File: config.mk
export PLATFORM = sky130hd
export DESIGN_NAME = prbs9_upsampler_flat
export DESIGN_NICKNAME = d
export VERILOG_FILES = /design/src/rtl/prbs9_upsampler_if.sv /design/src/rtl/prbs9_upsampler.sv /design/src/flat_wrapper.sv
export SDC_FILE = /design/constraint.sdc
export NUM_CORES = 1
export LEC_CHECK = 0
export CELL_PAD_IN_SITES_DETAIL_PLACEMENT = 1
export CELL_PAD_IN_SITES_GLOBAL_PLACEMENT = 1
export CORE_MARGIN = 8
export CORE_UTILIZATION = 33
export DETAILED_ROUTE_END_ITERATION = 8
export GPL_ROUTABILITY_DRIVEN = 1
export GPL_TIMING_DRIVEN = 0
export PLACE_DENSITY = 0.72
export SLEW_MARGIN = 10
export SYNTH_ARGS = -nofsm -noshare
export SYNTH_HDL_FRONTEND = slang
export SYNTH_SLANG_ARGS = --single-unit
File: constraint.sdc
create_clock -name clock -period 1.75 [get_ports clock]
set_input_delay 0.525 -clock clock [delete_from_list [all_inputs] [get_ports clock]]
set_output_delay 0.525 -clock clock [all_outputs]
set_load 0.01 [all_outputs]
File: src/rtl/prbs9_upsampler_if.sv
// prbs9_upsampler_if: strobe/phase inputs and sample-stream outputs of prbs9_upsampler
interface prbs9_upsampler_if #(
    parameter int NB_SAMPLE = 8
);
    logic                 i_enable;
    logic                 i_valid;
    logic [2:0]           i_phase;
    logic                 o_bit;
    logic [NB_SAMPLE-1:0] o_sample;
    logic                 o_sample_valid;
    logic                 o_period;
    logic                 o_phase_err;
    logic [8:0]           o_lfsr;
    modport master (
        output i_enable, i_valid, i_phase,
        input  o_bit, o_sample, o_sample_valid, o_period, o_phase_err, o_lfsr
    );
    modport slave (
        input  i_enable, i_valid, i_phase,
        output o_bit, o_sample, o_sample_valid, o_period, o_phase_err, o_lfsr
    );
endinterface

File: src/rtl/prbs9_upsampler.sv
// prbs9_upsampler: PRBS9 (x^9+x^5+1) symbol source emitting a 4x zero-stuffed +/-AMPLITUDE impulse stream
module prbs9_upsampler #(
    parameter logic [8:0] SEED      = 9'h1AA,
    parameter int         NB_SAMPLE = 8,
    parameter int         AMPLITUDE = 64
) (
    input logic           clock,
    input logic           i_reset,
    prbs9_upsampler_if.slave bus
);
    // an all-zero seed would lock the LFSR, so it is replaced by all-ones
    localparam logic [8:0]           SEED_OK = (SEED == 9'h000) ? 9'h1FF : SEED;
    localparam logic [NB_SAMPLE-1:0] POS     = NB_SAMPLE'(AMPLITUDE);
    localparam logic [NB_SAMPLE-1:0] NEG     = NB_SAMPLE'(-AMPLITUDE);
    logic [8:0]           lfsr_q, lfsr_d;
    logic [8:0]           cnt_q, cnt_d;
    logic                 bit_q, bit_d;
    logic [NB_SAMPLE-1:0] sample_q, sample_d;
    logic                 svalid_q, svalid_d;
    logic                 period_q, period_d;
    logic                 perr_q, perr_d;
    logic                 adv;
    assign adv = bus.i_enable & bus.i_valid;
    always_comb begin
        lfsr_d   = adv ? {lfsr_q[7:0], lfsr_q[8] ^ lfsr_q[4]} : lfsr_q;
        cnt_d    = adv ? ((cnt_q == 9'd510) ? 9'd0 : cnt_q + 9'd1) : cnt_q;
        bit_d    = adv ? lfsr_q[8] : bit_q;
        sample_d = !bus.i_enable ? sample_q : adv ? (lfsr_q[8] ? POS : NEG) : '0;
        svalid_d = bus.i_enable;
        period_d = adv & (cnt_q == 9'd510);
        perr_d   = perr_q | (adv & (bus.i_phase != 3'd0));
    end
    always_ff @(posedge clock) begin
        if (i_reset) begin
            lfsr_q   <= SEED_OK;
            cnt_q    <= '0;
            bit_q    <= 1'b0;
            sample_q <= '0;
            svalid_q <= 1'b0;
            period_q <= 1'b0;
            perr_q   <= 1'b0;
        end else begin
            lfsr_q   <= lfsr_d;
            cnt_q    <= cnt_d;
            bit_q    <= bit_d;
            sample_q <= sample_d;
            svalid_q <= svalid_d;
            period_q <= period_d;
            perr_q   <= perr_d;
        end
    end
    assign bus.o_bit          = bit_q;
    assign bus.o_sample       = sample_q;
    assign bus.o_sample_valid = svalid_q;
    assign bus.o_period       = period_q;
    assign bus.o_phase_err    = perr_q;
    assign bus.o_lfsr         = lfsr_q;
endmodule

File: src/flat_wrapper.sv
// flat-port wrapper written by rule: the top's interface ports become plain ports
module prbs9_upsampler_flat 
#(
    parameter logic [8:0] SEED      = 9'h1AA,
    parameter int         NB_SAMPLE = 8,
    parameter int         AMPLITUDE = 64
)
  (clock, i_reset, bus_i_enable, bus_i_valid, bus_i_phase, bus_o_bit, bus_o_sample, bus_o_sample_valid, bus_o_period, bus_o_phase_err, bus_o_lfsr);
  prbs9_upsampler_if #(.NB_SAMPLE(NB_SAMPLE)) bus_i ();
  input logic clock;
  input logic i_reset;
  input wire logic [$bits(bus_i.i_enable)-1:0] bus_i_enable;
  input wire logic [$bits(bus_i.i_valid)-1:0] bus_i_valid;
  input wire logic [$bits(bus_i.i_phase)-1:0] bus_i_phase;
  output wire logic [$bits(bus_i.o_bit)-1:0] bus_o_bit;
  output wire logic [$bits(bus_i.o_sample)-1:0] bus_o_sample;
  output wire logic [$bits(bus_i.o_sample_valid)-1:0] bus_o_sample_valid;
  output wire logic [$bits(bus_i.o_period)-1:0] bus_o_period;
  output wire logic [$bits(bus_i.o_phase_err)-1:0] bus_o_phase_err;
  output wire logic [$bits(bus_i.o_lfsr)-1:0] bus_o_lfsr;
  assign bus_i.i_enable = bus_i_enable;
  assign bus_i.i_valid = bus_i_valid;
  assign bus_i.i_phase = bus_i_phase;
  assign bus_o_bit = bus_i.o_bit;
  assign bus_o_sample = bus_i.o_sample;
  assign bus_o_sample_valid = bus_i.o_sample_valid;
  assign bus_o_period = bus_i.o_period;
  assign bus_o_phase_err = bus_i.o_phase_err;
  assign bus_o_lfsr = bus_i.o_lfsr;
  prbs9_upsampler #(.SEED(SEED), .NB_SAMPLE(NB_SAMPLE), .AMPLITUDE(AMPLITUDE)) u_core (.clock(clock), .i_reset(i_reset), .bus(bus_i));
endmodule
; Word level (Yosys, flattened, before mapping)
; Cells that the tools add are included.
[totals]
word_cells = 18
regBits = 30
[op_classes]
n_bitwise = 5
n_reduce_logical = 1
n_addsub = 1
mux = 3
eq_ne = 1
[ops]
columns = cell, count
row1 = two-way mux 8 bit, 2
row2 = adder 9 x 1 -> 9 bit (second input constant), 1
row3 = == test 9 bit (second input constant), 1
row4 = two-way mux 9 bit, 1
row5 = AND 1 bit, 3
row6 = nonzero test 3 bit, 1
row7 = bitwise OR 1 bit, 1
row8 = bitwise XOR 1 bit, 1

; Logic depth before layout (Yosys ltp)
; Gate-level depths: netlist of the first run.
[depth]
depth_word = 3
depth_mapped = 5

; Worst setup path after synthesis of the first run
; Ideal clock, no wire load.
[synth_path]
path_type = input -> register
start = input bus_i_valid
end = register u_core.cnt_q[7]
n_path_buf = 1
arrival_time_ps = 1381
path_slack_ps = 298
cell_stages = 4
setup_time_ps = 71
path_cell_list = nand4_2 buf_6 or4_1 a21oi_1
[synth_via]
elab_chain_len = 1
[synth_rtl]
columns = element, line
row1 = from (decl), flat_wrapper.sv:13  ; input wire logic [$bits(bus_i.i_valid)-1:0] bus_i_valid;
row2 = AND 1 bit, prbs9_upsampler.sv:23  ; assign adv = bus.i_enable & bus.i_valid;
row3 = to (signal assigned), prbs9_upsampler.sv:44  ; cnt_q <= cnt_d;
row4 = to (decl), prbs9_upsampler.sv:16  ; logic [8:0] cnt_q, cnt_d;
; No other way between the ends.
; A chain may end at the register's enable or synchronous reset.

; Worst setup path after layout of the first run
[layout_path]
start = register u_core.period_q, in the netlist u_core.bus.o_period
end = output bus_o_period
[layout_lines]
columns = element, line
row1 = from (decl), prbs9_upsampler.sv:20  ; logic period_q, period_d;
row2 = from (signal assigned), prbs9_upsampler.sv:48  ; period_q <= period_d;
row3 = to (decl), flat_wrapper.sv:18  ; output wire logic [$bits(bus_i.o_period)-1:0] bus_o_period;
; No word-level cell between the ends.

==> reports/results.ini, run 1 <==
[status]
status=complete, no violations

[finish]
n_antenna_cell=0
multi_input_area_um2=471.7
area_growth_pct=31.52
fin_nets=160
nFillCells=366
seqCellArea_um2=483.0
final_core_util_pct=44.71
drive_above_1_share_pct=12.00

[routing]
drt-initial-drc-count=34
drt_wl_total_um=2485
remaining_drc_errors=0
dr.pass1.iters=3
vias=919
met3_length_um=141
viasPerCell=5.022
wl_per_cell_um=13.58
dr.max_layer_used=met4
ant_nets=0
wl_met2_um=1232
wl_met1_um=1099

[sta]
hold_violations=0
fmax_mhz=588.7
tightest_slew_ns=0.5745
slew_headroom_pct=61.47
setup_viol=0
report.final.slew_viol_count=0
rsz0062_at_grt=no
post-route-period-util_pct=97.06
hold_slack_ns=0.4809
fin_setup_tns_ns=0
finalCriticalPeriod_ns=1.699
layout_setup_ws_ns=0.05146
clock_skew_ns=0.0009388

[critical_path]
crit_buf_inv=1
critPathArrivalTime_ns=1.17
worstPathMaxFanout=1
r2r_slack_ns=0.17
crit_type=reg2out
cp.required_ns=1.22
worst_path_max_delay_cell=clkdlybuf4s50_1
critPathTopFamily=buffers and inverters
cp-start-kind=register
critPathCaptureType=primary output
crit_chain=clkdlybuf4s50_1
max_stage_delay_ns=0.53

[grt]
grtUsageTotal_pct=10.17
grt_pass1_wl_um=4236
grt_max_degree=15
antenna_found_initial=0
gr-total-overflow=0
grt_pass1_vias=944

[power_and_ir_drop]
pwr-share-comb_pct=12.0
p_clk_share_pct=35.6
p_leak_uw=0.0005648
p_sw_share_pct=23.36
switching_power_uw=264.5
peakVddDrop_mv=0.3792
internal_power_uw=867.6
pwr-share-seq_pct=52.3
p_per_area_nw_per_um2=850.4

[clock_network]
cts_hold_buf=0
post-cts-setup-buffer-count=0
clockBufferDepth=2
cts_tree=done
clkSlewWorstSetupHoldPaths_ns=0.14
clock_latency_ns=0.31
cts_root_buf=clkbuf_4
cts_made_buffers=3
cts_sinks=24
ctsResizeCount=16
htreeDepth=1

[synth]
ys.flop_type=dfxtp_1
yosys-top-cells-area=dfxtp_1, nand2_1, a21oi_1, nand3_1, buf_4
yosysTopAreaCellShare_pct=47.47
synth-seq-area-share_pct=47.47
yosysMostFrequentCell=dfxtp_1
ys_ff_latch=24
synthTopCellsByCount=dfxtp_1, nand2_1, a21oi_1
syn_area_per_cell_um2=8.435
netlist_area_um2=1012
yosysTopAreaCell=dfxtp_1
synth_edf_count=0
synth-async-reset-ratio_pct=0
ys_types=29
ys_warn_count=0
synth_cells=120

[floorplan]
dieArea_um2=5096
pin_count=28
start_util_pct=33.99
core_um2=2978
num_rows=20
die_h_um=71.39
die_w_um=71.39

[place]
place_ws_ns=-0.6332
io_buffers=21
hpwlAfterDp_um=1933
place_congestion=0.7702

[hold_path]
hp-class=reg2reg

[job]
drv_cap=0

[layer usage]
layer | track usage [%] | up-vias
met5 | 0 | -
met1 | 11.06 | 442
met2 | 17.76 | 15
met4 | 2.771 | 0
li1 | - | 460
met3 | 4.045 | 2
[worst paths after layout]
kind / start / endpoint / cells past startpoint
max reg2reg: u_core.cnt_q[1] / u_core.cnt_q[1] / 4
max: u_core.bus.o_period / bus_o_period / 1
min: u_core.bus.o_sample[7] / u_core.bus.o_sample[7] / 2
min reg2reg: u_core.bus.o_sample[7] / u_core.bus.o_sample[7] / 2
[power by group through the flow]
| stage | Clock, uW | Combinational (uW) | Sequential [uW] |
|---|---|---|---|
| 6_report | 404 | 136 | 593 |
| 5_1_grt | 431 | 152 | 598 |
| 4_1_cts | 417 | 139 | 594 |
| 3_5_place_dp | 0 | 151 | 605 |
| 3_3_place_gp | 0 | 146 | 605 |
| 2_1_floorplan | 0 | 67.4 | 611 |
[state kept, by name, indices dropped and copies added (netlist names)]
register	flops
u_core.bus.o_bit	1
u_core.bus.o_lfsr	9
u_core.bus.o_period	1
u_core.bus.o_phase_err	1
u_core.bus.o_sample	2
u_core.bus.o_sample_valid	1
u_core.cnt_q	9
[metrics by stage]
stage | power [uW] | area (um^2) | std cells
6_report | 1132 | 1331 | 183
2_1_floorplan | 678.4 | 1031 | 125
5_1_grt | 1181 | 1331 | 183
3_5_place_dp | 756.7 | 1282 | 179
3_3_place_gp | 751.2 | 1282 | 179
4_1_cts | 1150 | 1326 | 183
[cell usage in the layout (no fill, tap or decap), drive strengths merged, types with 3 or more instances in the layout]
| cell | count |
|---|---|
| inv | 3 |
| dlygate4sd2 | 13 |
| nand3 | 11 |
| clkdlybuf4s50 | 6 |
| o21ai | 5 |
| buf | 8 |
| nand2 | 21 |
| conb | 6 |
| nor2 | 5 |
| clkbuf | 6 |
| dfxtp | 24 |
| or3 | 5 |
| a21oi | 12 |
[final cells by class]
cell class | instances | share of cell area [%]
tap | 33 | 3.101
inverter | 3 | 0.8459
buffer | 11 | 5.451
clock inverter | 1 | 2.256
timing repair buffer | 21 | 14.94
sequential | 24 | 36.28
clock buffer | 3 | 1.692
multi-input combinational | 87 | 35.43
[cell families after synthesis]
logic type               after synthesis  share of synthesized area [%]
AO/OA/AOI/OAI                         23                          13.23
XOR/XNOR                               3                          2.596
adder cells (fa/ha/maj)                2                          2.472
buffers and inverters                 14                          8.281
flip-flops                            24                          47.47
other                                  1                         0.3705
AND/OR/NAND/NOR                       53                          25.59
(Power assumes the default switching activity.)
==> run 2: changes to the inputs <==
--- a/config.mk
+++ b/config.mk
@@ -5,14 +5,14 @@
 export SDC_FILE = /design/constraint.sdc
 export NUM_CORES = 1
 export LEC_CHECK = 0
+export ABC_AREA = 1
 export CELL_PAD_IN_SITES_DETAIL_PLACEMENT = 1
 export CELL_PAD_IN_SITES_GLOBAL_PLACEMENT = 1
-export CORE_MARGIN = 8
-export CORE_UTILIZATION = 33
+export CORE_UTILIZATION = 34
 export DETAILED_ROUTE_END_ITERATION = 8
 export GPL_ROUTABILITY_DRIVEN = 1
 export GPL_TIMING_DRIVEN = 0
-export PLACE_DENSITY = 0.72
+export PLACE_DENSITY = 0.74
 export SLEW_MARGIN = 10
 export SYNTH_ARGS = -nofsm -noshare
 export SYNTH_HDL_FRONTEND = slang
==> run 2 against run 1 <==
Compared with the run above:
- the flow now finishes with violations (DRC)
- die area is 35% lower
- synthesized area up 3.7%
- largest power group unchanged
- sequential power about the same
- flip-flop and latch count unchanged
- critical path type unchanged
- cell area grew 3.6%
- final cell count increased by 4.9%
- clock power is essentially flat
- clock skew grew 0.017 ns
- critical endpoint is now bus_o_sample_valid
==> reports/results.ini, run 2 <==
[routing]
drt_wl_total_um=2298  ; -7.5%
vias=896  ; -2.5%
wl_per_cell_um=11.97  ; -12%
remaining_drc_errors=2  ; +2
drt-initial-drc-count=30  ; -12%
dr.pass1.iters=6  ; +3
ant_nets=0  ; unchanged
viasPerCell=4.667  ; -7.1%

[critical_path]
critPathTopFamily=buffers and inverters
crit_start=u_core.bus.o_sample_valid
cp.required_ns=1.22  ; about the same
reg2regPathDepth=7  ; +3
worst_path_max_delay_cell=clkdlybuf4s50_1
crit_type=reg2out
r2r_slack_ns=0.53  ; +0.36 ns
critPathCaptureType=primary output
crit_chain=clkdlybuf4s50_1
critPathArrivalTime_ns=1.18  ; about the same
r2r-start=u_core.cnt_q[0]
reg2reg_to=u_core.cnt_q[6]
cp-start-kind=register
crit_buf_inv=1  ; unchanged
max_stage_delay_ns=0.52  ; about the same
worstPathMaxFanout=1  ; unchanged

[place]
hpwlAfterDp_um=1743  ; -9.8%
place_congestion=0.7088  ; -8.0%
io_buffers=21  ; unchanged
dp.cells=188  ; +5.0%

[synth]
yosys-top-cells-area=dfxtp_1, nand2_1, nor2_1, nand3_1, buf_4
synthTopCellsByCount=nand2_1, dfxtp_1, nor2_1
synth-async-reset-ratio_pct=0  ; unchanged
synth_cells=131  ; +9.2%
netlist_area_um2=1050  ; +3.7%
ys_types=22  ; -24%
synth_edf_count=0  ; unchanged
yosysMostFrequentCell=nand2_1
ys.flop_type=dfxtp_1
syn_area_per_cell_um2=8.013  ; -5.0%
synth-seq-area-share_pct=45.77  ; -1.7 points
ys_warn_count=0  ; unchanged
yosysTopAreaCellShare_pct=45.77  ; -1.7 points
yosysTopAreaCell=dfxtp_1
ys_ff_latch=24  ; unchanged

[clock_network]
clock_latency_ns=0.32  ; about the same
htreeDepth=1  ; unchanged
clockBufferDepth=2  ; unchanged
clkSlewWorstSetupHoldPaths_ns=0.15  ; about the same
cts_tree=done
cts_root_buf=clkbuf_4
cts_sinks=24  ; unchanged
post-cts-setup-buffer-count=0  ; unchanged
cts_made_buffers=3  ; unchanged

[finish]
fin_nets=171  ; +6.9%
nFillCells=365  ; -0.27%
final_core_util_pct=48.74  ; +4.0 points
final_common_cell=nand2_1
drive_above_1_share_pct=21.74  ; +9.7 points
layout_common_cells=nand2_1, nor2_1, dfxtp_1, nand3_1, dlygate4sd2_1
n_antenna_cell=0  ; unchanged
stdcell_count=192  ; +4.9%
area_growth_pct=31.35
seqCellArea_um2=488.0  ; +1.0%
multi_input_area_um2=491.7  ; +4.2%

[hold_path]
hold_end=u_core.bus.o_sample[6]
whs_path_depth=2  ; unchanged
hold_start=u_core.bus.o_sample[6]
hp-class=reg2reg

[floorplan]
dieArea_um2=3314  ; -35%
die_h_um=57.57  ; -19%
die_w_um=57.57  ; -19%
start_util_pct=37.11  ; +3.1 points
core_um2=2829  ; -5.0%
num_rows=19  ; -5.0%
pin_count=28  ; unchanged

[sta]
report.final.slew_viol_count=0  ; unchanged
post-route-period-util_pct=97.57  ; +0.51 points
finalCriticalPeriod_ns=1.707  ; +0.008942 ns
fmax_mhz=585.7  ; -0.52%
rsz0062_at_grt=no
setup_viol=0  ; unchanged
hold_violations=0  ; unchanged
clock_skew_ns=0.01771  ; +0.01677 ns

[power_and_ir_drop]
peakVddDrop_mv=0.4007  ; +5.7%
p_per_area_nw_per_um2=826.9  ; -2.8%
p_leak_uw=0.0006643  ; +18%

[grt]
grt_pass1_vias=930  ; -1.5%
gr-total-overflow=0  ; unchanged
antenna_found_initial=0  ; unchanged
grt_pass1_wl_um=4008  ; -5.4%
grtUsageTotal_pct=15.29  ; +5.1 points
grt_max_degree=15  ; unchanged

[status]
violations=DRC
status=complete, but fails checks

[job]
drv_cap=0  ; unchanged

run 2: cell types whose count changed in the layout (fill, tap and decap cells not counted), moves of 4 or more:
cell,delta
a21oi_1,-7
dfxtp_2,+4
nor2_1,+13
dlygate4sd2_1,-4
or3_1,-5
inv_1,+4
dfxtp_1,-4
nand2_1,+6
nor2_2,+7
run 2: power by group:
group	internal, uW	switching, uW	total (uW)
clock network	232	175	407
registers	573	18.0	591
logic	69.0	73.7	143
total	874	267	1140
run 2: kinds of logic after synthesis:
family                     after synthesis  synth area share, %
other                                    1               0.3572
DFF                                     24                45.77
buffers and inverters                   17                9.177
adders and majority gates                2                2.383
and+or+nand+nor                         72                33.73
AOI/OAI and AO/OA                       11                5.243
xor gates and xnor gates                 4                3.338
run 2: worst max-delay path by stage:
stage	end	slack (ns)	cells after the start
2_1_floorplan	u_core.cnt_q[3]	0.68	5
3_3_place_gp	u_core.cnt_q[6]	-0.05	6
3_5_place_dp	u_core.cnt_q[4]	-0.06	6
4_1_cts	bus_o_sample[6]	0.003	1
5_1_grt	bus_o_sample_valid	0.005	1
6_report	bus_o_sample_valid	0.04	1
run 2: layout make-up:
cell class                 instances  share of cell area [%]
clock buffer                       3                   1.633
sequential                        24                   35.39
buffer                             9                   4.809
clock inverter                     1                   2.178
timing repair buffer              21                   15.34
inverter                           8                   2.178
multi-input combinational         95                   35.66
tap                               31                   2.813
run 2: worst register-to-register path: cells and delay by family (launching register included):
| kind | cells | cell delay (ns) |
|---|---|---|
| buffers and inverters | 1 | 0.08 |
| adder cells (fa/ha/maj) | 1 | 0.14 |
| flip-flops | 1 | 0.36 |
| AND/OR/NAND/NOR | 5 | 0.52 |
run 2: per-stage QoR:
step	TNS (ns)	cell area (um^2)	worst slack (ns)	hold WS (ns)	total power, uW
after floorplan	0	1069	0.6761	0.4741	680.9
after global placement	-0.3483	1318	-0.05487	0.4478	750.7
after detailed placement	-0.4500	1318	-0.05872	0.4591	756.3
after CTS	0	1366	0.002811	0.4789	1156
after global routing	0	1379	0.005457	0.5103	1195
final	0	1379	0.04252	0.4735	1140
run 2: repair_timing:
action / 4_1_cts / 5_1_grt
gates resized for setup: 15 / 5
hold buffers: 0 / 0
cloned: 0 / 0
endpoints found under the setup margin: 10 / 5
run 2: metal layers:
metal	global-route usage, %	share of wire [%]	vias up
met5	0	0	-
met4	4.181	0.74	0
met3	2.041	3.6	2
met2	26.08	49	15
met1	20.20	47	417
li1	-	-	462
